**config.mk**
```make
export PLATFORM = sky130hd
export DESIGN_NAME = spi_cmd_controller
export DESIGN_NICKNAME = d
export VERILOG_FILES = /design/src/rtl/spi_cmd_controller.sv
export SDC_FILE = /design/constraint.sdc
export NUM_CORES = 1
export LEC_CHECK = 0
export CAP_MARGIN = 20
export CELL_PAD_IN_SITES_DETAIL_PLACEMENT = 0
export CELL_PAD_IN_SITES_GLOBAL_PLACEMENT = 1
export CORE_MARGIN = 2
export CORE_UTILIZATION = 38
export CTS_BUF_LIST = sky130_fd_sc_hd__clkbuf_2 sky130_fd_sc_hd__clkbuf_4 sky130_fd_sc_hd__clkbuf_8
export CTS_CLUSTER_DIAMETER = 150
export DETAILED_ROUTE_END_ITERATION = 6
export GPL_ROUTABILITY_DRIVEN = 0
export MAX_ROUTING_LAYER = met4
export PLACE_DENSITY_LB_ADDON = 0.1
export SYNTH_ARGS = -nofsm -noshare
export SYNTH_HDL_FRONTEND = slang
export SYNTH_SLANG_ARGS = --single-unit
export TNS_END_PERCENT = 5
```
**constraint.sdc**
```tcl
create_clock -name clk -period 2.1 [get_ports clk]
set_input_delay 0.42 -clock clk [delete_from_list [all_inputs] [get_ports clk]]
set_output_delay 0.42 -clock clk [all_outputs]
set_load 0.03 [all_outputs]
```
**src/rtl/spi_cmd_controller.sv**
```systemverilog
// SPI command decoder: WRITE (A0 addr data), START (B0), CLEAR (C0) into register/NPU strobes.
// Optional inter-byte timeout is compiled in with `define SPI_CMD_TIMEOUT_EN.
module spi_cmd_controller #(
  parameter int TIMEOUT_CYCLES = 4096
) (
  input  logic       clk,
  input  logic       rst_n,
  input  logic       spi_cs_n,
  input  logic [7:0] rx_data,
  input  logic       rx_valid,
  input  logic       npu_busy,
  output logic       reg_wr_en,
  output logic [7:0] reg_addr,
  output logic [7:0] reg_wdata,
  output logic       npu_start,
  output logic       cmd_err,
  output logic [7:0] cmd_cnt
);

  typedef enum logic [2:0] {IDLE, CMD, ADDR, DATA, DISCARD} state_t;

  state_t     r_state, w_state_nxt;
  logic       r_cs_meta, r_cs_sync;
  logic       r_wr_en, r_start, r_err;
  logic [7:0] r_addr, r_wdata, r_cnt;
  logic       w_frame, w_tmo;
  logic       w_wr, w_start, w_inc, w_err_set, w_err_clr, w_addr_ld;

  always_ff @(posedge clk or negedge rst_n) begin
    if (!rst_n) begin
      r_cs_meta <= 1'b1;
      r_cs_sync <= 1'b1;
    end else begin
      r_cs_meta <= spi_cs_n;
      r_cs_sync <= r_cs_meta;
    end
  end

  assign w_frame = ~r_cs_sync;

`ifdef SPI_CMD_TIMEOUT_EN
  localparam int TW = $clog2(TIMEOUT_CYCLES + 1);
  logic [TW-1:0] r_tmo_cnt;
  logic          w_in_wait;

  assign w_in_wait = (r_state == ADDR) || (r_state == DATA);

  // Counts consecutive idle cycles inside a WRITE; restarts on every byte and state entry.
  always_ff @(posedge clk or negedge rst_n) begin
    if (!rst_n)
      r_tmo_cnt <= '0;
    else if (!w_in_wait || rx_valid || (w_state_nxt != r_state))
      r_tmo_cnt <= '0;
    else
      r_tmo_cnt <= r_tmo_cnt + 1'b1;
  end

  assign w_tmo = w_in_wait && !rx_valid && (r_tmo_cnt == TW'(TIMEOUT_CYCLES - 1));
`else
  assign w_tmo = 1'b0;
`endif

  always_comb begin
    w_state_nxt = r_state;
    w_wr        = 1'b0;
    w_start     = 1'b0;
    w_inc       = 1'b0;
    w_err_set   = 1'b0;
    w_err_clr   = 1'b0;
    w_addr_ld   = 1'b0;
    case (r_state)
      IDLE: if (w_frame) w_state_nxt = CMD;
      CMD: if (rx_valid) begin
        case (rx_data)
          8'hA0: w_state_nxt = ADDR;
          8'hB0: begin
            if (!npu_busy) begin
              w_start = 1'b1;
              w_inc   = 1'b1;
            end else begin
              w_err_set = 1'b1;
            end
          end
          8'hC0: begin
            w_err_clr = 1'b1;
            w_inc     = 1'b1;
          end
          default: begin
            w_err_set   = 1'b1;
            w_state_nxt = DISCARD;
          end
        endcase
      end
      ADDR: begin
        if (rx_valid) begin
          w_addr_ld   = 1'b1;
          w_state_nxt = DATA;
        end else if (w_tmo) begin
          w_err_set   = 1'b1;
          w_state_nxt = DISCARD;
        end
      end
      DATA: begin
        if (rx_valid) begin
          w_wr        = 1'b1;
          w_inc       = 1'b1;
          w_state_nxt = CMD;
        end else if (w_tmo) begin
          w_err_set   = 1'b1;
          w_state_nxt = DISCARD;
        end
      end
      DISCARD: ;
      default: w_state_nxt = IDLE;
    endcase
    // Frame end overrides, after the coincident byte has been decoded; an unfinished WRITE is an error.
    if (!w_frame && (r_state != IDLE)) begin
      if ((w_state_nxt == ADDR) || (w_state_nxt == DATA)) w_err_set = 1'b1;
      w_state_nxt = IDLE;
    end
  end

  always_ff @(posedge clk or negedge rst_n) begin
    if (!rst_n) begin
      r_state <= IDLE;
      r_wr_en <= 1'b0;
      r_start <= 1'b0;
      r_addr  <= 8'h00;
      r_wdata <= 8'h00;
      r_err   <= 1'b0;
      r_cnt   <= 8'h00;
    end else begin
      r_state <= w_state_nxt;
      r_wr_en <= w_wr;
      r_start <= w_start;
      if (w_addr_ld) r_addr <= rx_data;
      if (w_wr)      r_wdata <= rx_data;
      r_err <= (r_err & ~w_err_clr) | w_err_set;
      if (w_inc)     r_cnt <= r_cnt + 8'd1;
    end
  end

  assign reg_wr_en = r_wr_en;
  assign npu_start = r_start;
  assign reg_addr  = r_addr;
  assign reg_wdata = r_wdata;
  assign cmd_err   = r_err;
  assign cmd_cnt   = r_cnt;

endmodule

```
## Word-level counts from Yosys, hierarchy flattened

Index checks and enable logic that the tools add are counted.

| word-level totals | value |
|---|---|
| register bits after elaboration | 32 |
| output and inout bits | 27 |
| logic and storage cells | 54 |

| cells by class | value |
|---|---|
| add/sub/neg operators | 1 |
| muxes and demuxes | 26 |
| bitwise logic cells | 3 |
| reduce and logical (&&, ||, !) cells | 6 |
| equal/unequal tests | 9 |

Operators by type and width:

| cell | number |
|---|---|
| 8-bit == test, second input constant | 3 |
| 1-bit 2-to-1 mux | 16 |
| 3-bit 2-to-1 mux | 5 |
| 3-bit one-hot mux with 5 select lines | 1 |
| 3-bit by 2-bit == test with 1-bit output, second input constant | 4 |
| 8-bit by 1-bit adder with 8-bit output, second input constant | 1 |
| 1-bit one-hot mux with 2 select lines | 3 |
| 3-bit one-hot mux with 2 select lines | 1 |
| 2-bit OR reduction | 2 |
| 3-bit by 1-bit == test with 1-bit output, second input constant | 1 |
| 3-bit == test, second input constant | 1 |
| 3-bit logical NOT | 1 |
| 3-bit nonzero test | 1 |
| 1-bit AND | 1 |
| 1-bit logical AND | 1 |
| 1-bit logical OR | 1 |
| 1-bit NOT | 1 |
| 1-bit OR | 1 |

## Longest topological paths before layout

| depth | value |
|---|---|
| depth after elaboration | 10 |
| gate-level depth with buffers | 6 |

## Worst setup path after synthesis

OpenSTA, ideal clock, no wires.

| timing | value |
|---|---|
| path type | input-to-reg |
| from | input port rx_data[0] |
| to | register r_cnt[1] (netlist: cmd_cnt[1]) |
| stages on the path | 4 |
| required time | 1.975 ns |
| setup slack | 0.550 ns |
| arrival | 1.424 ns |
| setup time | 0.125 ns |
| cell sequence | nor4b_4 -> o2111a_1 -> nor2_2 -> mux2_4 |

| between the ends | value |
|---|---|
| word-level cells in the longest chain between the ends | 4 |
| elaborated cells on any way between the ends | 5 |

RTL lines:

| item | RTL line | text |
|---|---|---|
| start, declared | 9 | `input logic [7:0] rx_data,` |
| 8-bit == test | 74 | `case (rx_data)` |
| 1-bit one-hot mux with 2 select lines * | 74 |  |
| 1-bit 2-to-1 mux * | 73 | `CMD: if (rx_valid) begin` |
| 1-bit one-hot mux with 2 select lines * | 71 | `case (r_state)` |
| end signal, assigned | 139 | `if (w_inc) r_cnt <= r_cnt + 8'd1;` |
| end, declared | 25 | `logic [7:0] r_addr, r_wdata, r_cnt;` |

Mark *: on every way between the ends. The rest lies on a longest branch, timed or not.
A chain may end at the register's enable or synchronous reset.

## Worst setup path after layout

| timing | value |
|---|---|
| from | register r_cnt[2] (netlist: cmd_cnt[2]) |
| to | output port cmd_cnt[2] |

RTL lines:

| item | RTL line | text |
|---|---|---|
| end, declared | 17 | `output logic [7:0] cmd_cnt` |

No word-level cell between the ends.

==> flow_metrics.env <==
export IMPL_syn_nets=139
export IMPL_reg2reg_depth=4
export IMPL_yosysWarnings=0
export IMPL_drive_gt1_share_pct=20.4
export IMPL_min_path_cells=0
export IMPL_min_to="r_cs_sync"
export IMPL_r2r_setup_slack_ns=0.46
export IMPL_worstPathArrival_ns=1.42
export IMPL_switching_power_uw=283
export IMPL_port_buffers=39
export IMPL_grt_pass1_wl_microns=5510
export IMPL_first_pass_iters=4
export IMPL_synth_distinct_cells=35
export IMPL_die_width_microns=65.0
export IMPL_critPathMaxFanout=6
export IMPL_slew_violations=0
export IMPL_met1Wirelength_microns=1440
export IMPL_dr_wl_met3_microns=125
export IMPL_antenna_found_initial=0
export IMPL_avgSynthCellArea_sq_um=11.3
export IMPL_worstReg2RegEnd="cmd_cnt[1]"
export IMPL_dr_wl_met2_microns=1580
export IMPL_hold_violations=0
export IMPL_cts_root_buf="clkbuf_8"
export IMPL_timing_rr_start="r_state[1]"
export IMPL_mappedNetlistArea_sq_mm=0.00142
export IMPL_ctsResizeCount=0
export IMPL_path_buf_inv=1
export IMPL_slowest_delay_ns=0.71
export IMPL_seq_area_frac_synth_pct=56.8
export IMPL_p_leak_nw=0.936
export IMPL_hpwl_microns=2340
export IMPL_cts_setup_buffers=0
export IMPL_crit_required_ns=1.68
export IMPL_cts_buffers=5
export IMPL_status="complete, no violations"
export IMPL_core_area_sq_mm=0.00363
export IMPL_syn_to_final_growth_pct=44.7
export IMPL_die_h_microns=65.0
export IMPL_cts_sinks=32
export IMPL_multi_input_area_sq_um=586
export IMPL_ys_seq_elements=32
export IMPL_antenna_cells=0
export IMPL_postRouteAntennaNets=0
export IMPL_endpoint_kind="output port"
export IMPL_hold_path_class="reg -> reg"
export IMPL_seqCellArea_sq_um=803
export IMPL_finalInstanceArea_sq_mm=0.00205
export IMPL_fmax_mhz=543
export IMPL_wire_per_inst_microns=14.0
export IMPL_grt_max_degree=33
export IMPL_p_comb_share_pct=8.6
export IMPL_ir_worst_vdd_uv=358
export IMPL_worstSetupPathType="reg -> out"
export IMPL_cp_top_family="buffers and inverters"
export IMPL_die_area_sq_mm=0.00423
export IMPL_tns_ns=0
export IMPL_placementRows=22
export IMPL_drc=0
export IMPL_power_density_mw_per_mm2=624
export IMPL_clock_skew_final_ns=0.00359
export IMPL_cts_buffer_depth=2
export IMPL_rsz0062_at_grt="false"
export IMPL_critical_path_cell_chain="clkdlybuf4s50_1"
export IMPL_cts_hold_buffers=0
export IMPL_hold_start="r_cs_meta"
export IMPL_nNetsFinal=194
export IMPL_clk_pin_slew_worst_paths_ns=0.06
export IMPL_grt_ovfl_total=0
export IMPL_cts_tree="done"
export IMPL_synthCells=125
export IMPL_wl_microns=3200
export IMPL_p_seq_share_pct=50.0
export IMPL_maxCapViolCount=0
export IMPL_avgViaCountPerCell=4.95
export IMPL_grt_pass1_vias=1197
export IMPL_worst_setup_path_start_kind="flip-flop"
export IMPL_htree_levels=2
export IMPL_vias=1134
export IMPL_internal_power_uw=996
export IMPL_grt_usage_pct=17.8
export IMPL_final_cells=229
export IMPL_clk_latency_ns=0.28
export IMPL_tightest_slew_ns=0.398
export IMPL_num_io_pins=40
export IMPL_period_minus_slack_ns=1.84
export IMPL_drt_first_iter_violations=55
export IMPL_highest_layer="met4"
export IMPL_relSlewSlack_pct=73.5
export IMPL_dpl_cell_area_sq_mm=0.00194
export IMPL_critPathSlowestCell="clkdlybuf4s50_1"
export IMPL_clock_power_share_pct=41.4
export IMPL_setup_viol=0
export IMPL_p_sw_share_pct=22.1
export IMPL_period_share_pct=87.7
export IMPL_start_util_pct=38.9
export IMPL_place_inst=221
export IMPL_final_fill_count=346
-- worst max-delay path by stage --
stage | start | to | slack [ns] | cells past startpoint
after floorplan | rx_data[0] | cmd_cnt[1] | 0.55 | 4
after global placement | rx_data[6] | cmd_cnt[1] | 0.05 | 6
after detailed placement | npu_busy | cmd_cnt[1] | -0.02 | 5
after CTS | cmd_cnt[2] | cmd_cnt[2] | 0.24 | 1
after global routing | cmd_cnt[2] | cmd_cnt[2] | 0.16 | 1
final | cmd_cnt[2] | cmd_cnt[2] | 0.26 | 1
-- power by group through the flow --
stage / Sequential [mW] / Clock, mW / Combinational (mW)
after global routing: 0.641 / 0.578 / 0.120
after floorplan: 0.660 / 0 / 0.0274
after CTS: 0.639 / 0.552 / 0.112
after detailed placement: 0.650 / 0 / 0.112
after global placement: 0.650 / 0 / 0.110
final: 0.639 / 0.529 / 0.111
-- flip-flops by register name, indices dropped and copies added (netlist names) --
register   cells
r_cs_sync      1
reg_wdata      8
reg_wr_en      1
npu_start      1
reg_addr       8
r_state        3
cmd_err        1
r_cs_meta      1
cmd_cnt        8
-- through the flow --
step,power (mW),hold WS (ns),setup WS [ns],util (%)
2_1_floorplan,0.687,0.124,0.550,-
3_3_place_gp,0.761,0.346,0.0496,53.5
3_5_place_dp,0.762,0.349,-0.0235,53.5
4_1_cts,1.30,0.359,0.240,56.4
5_1_grt,1.34,0.365,0.161,56.4
6_report,1.28,0.357,0.258,56.4
-- synth_stat cells --
cell	instances	area (sq um)
dfrtp_1	30	751
a22oi_1	1	7.51
a211oi_1	3	22.5
nor4bb_1	1	10.0
xor2_1	2	17.5
and4bb_2	2	25.0
and4_1	1	8.76
nor3b_1	2	15.0
inv_1	2	7.51
buf_2	3	15.0
nand4_1	1	6.26
mux2_4	1	15.0
nand4b_1	1	8.76
nor3_1	4	20.0
o211ai_1	1	7.51
o2111ai_1	3	26.3
o21ai_0	3	15.0
nand2_1	29	109
dfstp_2	2	52.6
nand2b_1	2	12.5
mux2_2	8	90.1
nor2_2	1	6.26
xnor2_1	5	43.8
o22ai_1	1	6.26
o31a_1	1	8.76
and3_2	1	7.51
nor2b_1	1	6.26
o21a_1	1	7.51
ha_1	1	12.5
nor4b_4	1	23.8
nor2_1	4	15.0
o2111a_1	1	11.3
buf_1	1	3.75
nand3_1	2	10.0
a21oi_1	2	10.0
-- metal layers --
metal	vias to the layer above	global-route usage, %
met5	-	-
met4	0	10.2
met3	6	3.30
met2	31	28.0
met1	548	21.5
li1	549	-
-- cells by family (layout without fill, tap and decap cells) --
logic type               count (synthesis)  after routing  share of synthesized area, %
adder cells (fa/ha/maj)                  1              1                         0.884
AND/OR/NAND/NOR                         53             53                          20.1
flip-flops                              32             32                          56.8
XOR/XNOR                                 7              7                          4.33
multiplexers                             9              9                          7.43
AO/OA/AOI/OAI                           17             17                          8.67
buffers and inverters                    6             62                          1.86
-- area by class of cell --
| class | count | share of cell area (%) |
|---|---|---|
| Clock buffer | 8 | 5.07 |
| Inverter | 2 | 0.367 |
| Multi-Input combinational cell | 87 | 28.6 |
| Sequential cell | 32 | 39.2 |
| Tap cell | 48 | 2.93 |
| Timing Repair Buffer | 52 | 23.8 |
-- cell usage in the layout (no fill, tap or decap), types with 3 or more instances in the layout --
master,count
mux2_2,8
nor3_1,4
dfrtp_1,30
buf_4,13
o2111ai_1,3
clkdlybuf4s50_1,39
nand2_1,29
o21ai_0,3
nor2_1,4
clkbuf_8,7
a211oi_1,3
xnor2_1,5
Note: power is estimated with default switching activity, not from simulation.
